## config.mk

```make
export PLATFORM = sky130hd
export DESIGN_NAME = serial_tx
export DESIGN_NICKNAME = d
export VERILOG_FILES = /design/src/rtl/serial_tx.sv
export SDC_FILE = /design/constraint.sdc
export NUM_CORES = 1
export LEC_CHECK = 0
export BUFFER_PORTS_ARGS = -buffer_cell sky130_fd_sc_hd__buf_2
export CAP_MARGIN = 20
export CORE_MARGIN = 5
export CORE_UTILIZATION = 55
export CTS_CLUSTER_SIZE = 40
export DETAILED_ROUTE_END_ITERATION = 8
export GPL_ROUTABILITY_DRIVEN = 0
export PLACE_DENSITY = 0.82
export SYNTH_ARGS = -nofsm -noshare
export SYNTH_HDL_FRONTEND = slang
export SYNTH_SLANG_ARGS = --single-unit
```

## constraint.sdc

```tcl
create_clock -name clk -period 3.5 [get_ports clk]
set_input_delay 0.175 -clock clk [delete_from_list [all_inputs] [get_ports clk]]
set_output_delay 0.175 -clock clk [all_outputs]
set_load 0.05 [all_outputs]
```

## src/rtl/serial_tx.sv

```systemverilog
// Serial transmitter: start bit, DATA_W payload bits LSB first, optional even parity, and a stop bit.
// Define SERIAL_TX_PARITY_EN to insert the parity bit between the data bits and the stop bit.
module serial_tx #(
    parameter int CLKS_PER_BIT = 16,
    parameter int DATA_W       = 8
) (
    input  logic              clk,
    input  logic              reset,
    input  logic [DATA_W-1:0] tx_data,
    input  logic              tx_valid,
    output logic              tx_ready,
    output logic              tx,
    output logic              busy
);

    localparam int CNT_W = (CLKS_PER_BIT > 1) ? $clog2(CLKS_PER_BIT) : 1;
    localparam int IDX_W = $clog2(DATA_W);
    localparam logic [CNT_W-1:0] CNT_LAST = CNT_W'(CLKS_PER_BIT - 1);
    localparam logic [IDX_W-1:0] IDX_LAST = IDX_W'(DATA_W - 1);

    typedef enum logic [2:0] {
        S_IDLE   = 3'd0,
        S_START  = 3'd1,
        S_DATA   = 3'd2,
        S_PARITY = 3'd3,
        S_STOP   = 3'd4
    } state_t;

    state_t             state_q, state_d;
    logic [CNT_W-1:0]   cnt_q, cnt_d;
    logic [IDX_W-1:0]   idx_q, idx_d;
    logic [DATA_W-1:0]  shift_q, shift_d;
    logic               tx_q, tx_d;
    logic               bit_end;
`ifdef SERIAL_TX_PARITY_EN
    logic               par_q, par_d;
`endif

    always_ff @(posedge clk or negedge reset) begin
        if (!reset) begin
            state_q <= S_IDLE;
            cnt_q   <= '0;
            idx_q   <= '0;
            shift_q <= '0;
            tx_q    <= 1'b1;
`ifdef SERIAL_TX_PARITY_EN
            par_q   <= 1'b0;
`endif
        end else begin
            state_q <= state_d;
            cnt_q   <= cnt_d;
            idx_q   <= idx_d;
            shift_q <= shift_d;
            tx_q    <= tx_d;
`ifdef SERIAL_TX_PARITY_EN
            par_q   <= par_d;
`endif
        end
    end

    assign bit_end = (cnt_q == CNT_LAST);

    always_comb begin
        state_d = state_q;
        cnt_d   = bit_end ? '0 : cnt_q + CNT_W'(1);
        idx_d   = idx_q;
        shift_d = shift_q;
`ifdef SERIAL_TX_PARITY_EN
        par_d   = par_q;
`endif
        case (state_q)
            S_IDLE: begin
                cnt_d = '0;
                if (tx_valid) begin
                    state_d = S_START;
                    shift_d = tx_data;
`ifdef SERIAL_TX_PARITY_EN
                    par_d   = ^tx_data;
`endif
                end
            end
            S_START: begin
                if (bit_end) state_d = S_DATA;
            end
            S_DATA: begin
                // Shift at every bit boundary so the next bit is always at shift_d[0].
                if (bit_end) begin
                    shift_d = shift_q >> 1;
                    if (idx_q == IDX_LAST) begin
                        idx_d = '0;
`ifdef SERIAL_TX_PARITY_EN
                        state_d = S_PARITY;
`else
                        state_d = S_STOP;
`endif
                    end else begin
                        idx_d = idx_q + IDX_W'(1);
                    end
                end
            end
`ifdef SERIAL_TX_PARITY_EN
            S_PARITY: begin
                if (bit_end) state_d = S_STOP;
            end
`endif
            S_STOP: begin
                if (bit_end) state_d = S_IDLE;
            end
            default: begin
                state_d = S_IDLE;
                cnt_d   = '0;
                idx_d   = '0;
            end
        endcase
    end

    // Line level is computed from the next state so tx changes on the same edge as the state.
    always_comb begin
        tx_d = 1'b1;
        case (state_d)
            S_START:  tx_d = 1'b0;
            S_DATA:   tx_d = shift_d[0];
`ifdef SERIAL_TX_PARITY_EN
            S_PARITY: tx_d = par_d;
`endif
            default:  tx_d = 1'b1;
        endcase
    end

    assign tx       = tx_q;
    assign tx_ready = (state_q == S_IDLE);
    assign busy     = ~tx_ready;

endmodule

```

After elaboration in Yosys (flattened, before gate mapping)
Index checks and enable logic that the tools add are counted.
{"block": "word_totals", "input_bits": 11, "wordCells": 40, "reg_bits": 19}
{"block": "classes", "muxes": 15, "addsub": 2, "n_bitwise": 2, "n_reduce_logical": 6, "n_eq_ne": 9}
{"cell": "two-way mux 3 bit", "n": 7}
{"cell": "two-way mux 8 bit", "n": 2}
{"cell": "one-hot mux 8 bit (2 select lines)", "n": 1}
{"cell": "one-hot mux 3 bit (4 select lines)", "n": 1}
{"cell": "two-way mux 4 bit", "n": 2}
{"cell": "equality test 3 x 1 -> 1 bit, second input constant", "n": 2}
{"cell": "equality test 3 x 2 -> 1 bit, second input constant", "n": 2}
{"cell": "equality test 3 bit, second input constant", "n": 2}
{"cell": "one-hot mux 3 bit (2 select lines)", "n": 1}
{"cell": "OR reduction 3 bit", "n": 2}
{"cell": "adder 4 x 1 -> 4 bit, second input constant", "n": 1}
{"cell": "equality test 4 bit, second input constant", "n": 1}
{"cell": "inequality test 2 bit, second input constant", "n": 2}
{"cell": "adder 3 x 1 -> 3 bit, second input constant", "n": 1}
{"cell": "logical NOT 3 bit", "n": 1}
{"cell": "AND reduction 3 bit", "n": 1}
{"cell": "inverter 1 bit", "n": 2}
{"cell": "one-hot mux 1 bit (2 select lines)", "n": 1}
{"cell": "AND reduction 2 bit", "n": 1}
{"cell": "nonzero test 2 bit", "n": 1}

Longest topological paths before layout
{"block": "depth", "depth_word": 6, "mapped_depth": 6}

Least setup slack after synthesis
OpenSTA, ideal clock, no wires.
{"block": "synth_timing", "kind": "reg-to-output", "startpoint": "register state_q[2]", "endpoint": "output tx_ready", "path_stages_with_launch": 5, "t_required_ns": 3.325, "arrival_time_ns": 1.469, "setup_slack_ns": 1.856, "cell_sequence": "dfrtp_1 buf_4 nor2_1 nand2_1 inv_1"}
{"block": "synth_via", "elab_chain_len": 1}
{"item": "from (decl)", "line_no": "29", "rtl": "state_t state_q, state_d;"}
{"item": "from (signal assigned)", "line_no": "50", "rtl": "state_q <= state_d;"}
{"item": "logical NOT 3 bit", "line_no": "131", "rtl": "assign tx_ready = (state_q == S_IDLE);"}
{"item": "to (decl)", "line_no": "11", "rtl": "output logic tx_ready,"}
No other way between the ends.

Final worst setup path
{"block": "layout_timing", "startpoint": "register cnt_q[0]", "endpoint": "register shift_q[2]"}
{"block": "layout_via", "elab_chain_len": 3}
{"item": "from (decl)", "line_no": "30", "rtl": "logic [CNT_W-1:0] cnt_q, cnt_d;"}
{"item": "from (signal assigned)", "line_no": "51", "rtl": "cnt_q <= cnt_d;"}
{"item": "equality test 4 bit", "line_no": "61", "rtl": "assign bit_end = (cnt_q == CNT_LAST);"}
{"item": "inequality test 2 bit (no source line)"}
{"item": "AND reduction 3 bit (no source line)"}
{"item": "to (signal assigned)", "line_no": "53", "rtl": "shift_q <= shift_d;"}
{"item": "to (decl)", "line_no": "32", "rtl": "logic [DATA_W-1:0] shift_q, shift_d;"}
No other way between the ends.
A chain may end at the register's enable or synchronous reset.

==> results.json <==
{
  "drc": 0,
  "grt_pass1_vias": 738,
  "whs_ns": 0.0669,
  "gr-usage-all-layers_pct": 16.7,
  "dpl.cell_count": 109,
  "wl_um": 1890,
  "cap_violations": 0,
  "vias": 707,
  "worstPathRequired_ns": 3.71,
  "grt_first_pass_wirelength_um": 3330,
  "critPathMaxFanout": 11,
  "die_area_sq_mm": 0.00266,
  "cp-endpoint": "shift_q[2]",
  "max_slew_margin_pct": 57.1,
  "cts_buffers": 3,
  "htreeDepth": 1,
  "power.density_mw_per_mm2": 727,
  "port-buffer-count": 13,
  "io_pins": 14,
  "r2r_setup_slack_ns": 1.56,
  "nFillCells": 143,
  "yosysMostFrequentCell": "dfrtp_1",
  "diodes": 0,
  "grt_max_degree": 20,
  "clkTransAtPathRegs_ns": 0.11,
  "synth_commonest_cells": "18 x dfrtp_1, 8 x a22o_1, 6 x a21o_1",
  "slew_violations": 0,
  "rsz0062_at_grt": "false",
  "finalNonFillerCells": 114,
  "critical_path_arrival_ns": 2.16,
  "yosysSeqAreaShare_pct": 50.1,
  "avgSynthCellArea_sq_um": 11.3,
  "netlist_area_sq_um": 952,
  "root_buffer": "clkbuf_4",
  "drive_gt1_share_pct": 24.7,
  "core_area_sq_mm": 0.00169,
  "start_kind": "register",
  "finalCriticalPeriod_ns": 1.94,
  "crit_path_end_kind": "register",
  "synth_top_area_share_pct": 47.3,
  "clk_path_buf_depth": 2,
  "syn-num-nets": 98,
  "synth_edf_count": 0,
  "ys.flop_type": "dfrtp_1",
  "r2r-start": "cnt_q[0]",
  "insertion_delay_ns": 0.31,
  "rows": 15,
  "reg2reg_to": "shift_q[2]",
  "die_height_um": 51.6,
  "synth_warnings": 0,
  "syn_to_final_growth_pct": 10.1,
  "clock_sinks": 19,
  "criticalPathCategory": "reg2reg",
  "grt_overflow_total": 0,
  "peakVddDrop_mv": 0.407,
  "cellLeakagePower_nw": 0.514,
  "start_util_pct": 56.4,
  "cts_resized": 0,
  "setup_viol": 0,
  "final_core_util_pct": 62.1,
  "wl_per_cell_um": 16.5,
  "startpoint": "cnt_q[0]",
  "yosysUniqueCellTypes": 33,
  "dieWidth_um": 51.6,
  "worst_pin_slew_ns": 0.641,
  "yosysTopAreaCell": "dfrtp_1",
  "r2r_cells": 5,
  "netlist_instances": 84,
  "hold_path.class": "in2reg",
  "skew_ns": 0.00466,
  "first_iter_violations": 21,
  "nets": 112,
  "drt.antenna.violating_nets": 0,
  "grt_antenna_before_repair": 0,
  "fin_crit_sh_pct": 55.5,
  "cts_tree": "built",
  "finalSetupTns_ns": 0,
  "clock.fmax_mhz": 515,
  "via_per_inst": 6.20,
  "outcome": "finished, final reports clean",
  "hold_viol_final": 0,
  "drt_pre_antenna_iters": 4,
  "synth.area.top_cells": "dfrtp_1 47%, a22o_1 7.4%, a21o_1 4.7%, ha_1 3.9%, dfstp_2 2.8%",
  "ys_ff_latch": 19,
  "postSynth.asyncResetShare_pct": 100
}
==> registers in the layout, indices dropped and copies added (netlist names) <==
name and count:
cnt_q 4, idx_q 3, state_q 3, shift_q 8, tx 1
==> stage by stage <==
step,worst slack [ns],power (mW),cell area [sq um]
final,1.56,0.763,1050
after global placement,1.71,0.631,1010
after floorplan,1.86,0.583,952
after detailed placement,1.59,0.654,1010
after CTS,1.57,0.769,1050
after global routing,1.41,0.822,1050
==> critical path, cell delays in order (launching register included) <==
cell     delay, ns
dfrtp_1       0.42
ha_1          0.22
and3_1        0.40
and3_1        0.45
nor2_2        0.14
a21o_1        0.22
==> worst min path at each step <==
stage / start / endpoint / slack [ns] / depth (start not counted)
3_3_place_gp: reset / cnt_q[1] / 0.13 / 1
4_1_cts: tx_data[7] / shift_q[7] / 0.06 / 3
6_report: tx_data[7] / shift_q[7] / 0.07 / 3
5_1_grt: tx_data[7] / shift_q[7] / 0.10 / 3
2_1_floorplan: reset / cnt_q[0] / -0.12 / 0
3_5_place_dp: reset / cnt_q[1] / 0.13 / 1
==> power breakdown <==
group	switching (mW)	internal, mW
logic	0.153	0.121
clock network	0.0720	0.0428
registers	0.0748	0.298
==> logic make-up after synthesis <==
| kind of cell | Yosys count | synth area share [%] |
|---|---|---|
| buffers and inverters | 9 | 4.47 |
| xor gates and xnor gates | 2 | 1.84 |
| AOI/OAI and AO/OA | 30 | 24.6 |
| adders and majority gates | 3 | 3.94 |
| and+or+nand+nor | 21 | 15.1 |
| DFF | 19 | 50.1 |
==> placed cells by master, fill, tap and decap left out, drive strengths merged, types with 2 or more instances in the layout <==
cell type	netlist	routed
dfrtp	18	18
buf	5	13
a22o	8	8
a21o	6	6
nor2	5	5
a21oi	5	5
inv	4	4
o21ai	4	4
ha	3	3
clkbuf	0	3
and3	3	3
nand2	2	2
nand3b	2	2
nand4b	2	2
o21a	2	2
==> layout make-up <==
| class | instances | area (sq um) | area share, % |
|---|---|---|---|
| clock buffer | 3 | 22.5 | 2.15 |
| multi-input combinational | 56 | 433 | 41.3 |
| timing repair buffer | 14 | 75.1 | 7.16 |
| inverter | 4 | 15.0 | 1.43 |
| sequential | 19 | 477 | 45.5 |
| clock inverter | 1 | 5.00 | 0.477 |
| tap | 17 | 21.3 | 2.03 |
==> routing by layer <==
layer / GRT usage, % / vias up / wire length (um)
met5: 0 / - / 0
met4: 7.42 / 0 / 33
met3: 2.87 / 3 / 38
met2: 26.7 / 6 / 997
met1: 22.1 / 360 / 816
li1: - / 338 / -
==> what timing repair did <==
item,CTS,global route
setup buffers,0,0
endpoints found under the setup margin,0,0
hold buffers,1,0
endpoints found under the hold margin,18,0
No activity file was read; power rests on OpenSTA's default activity.
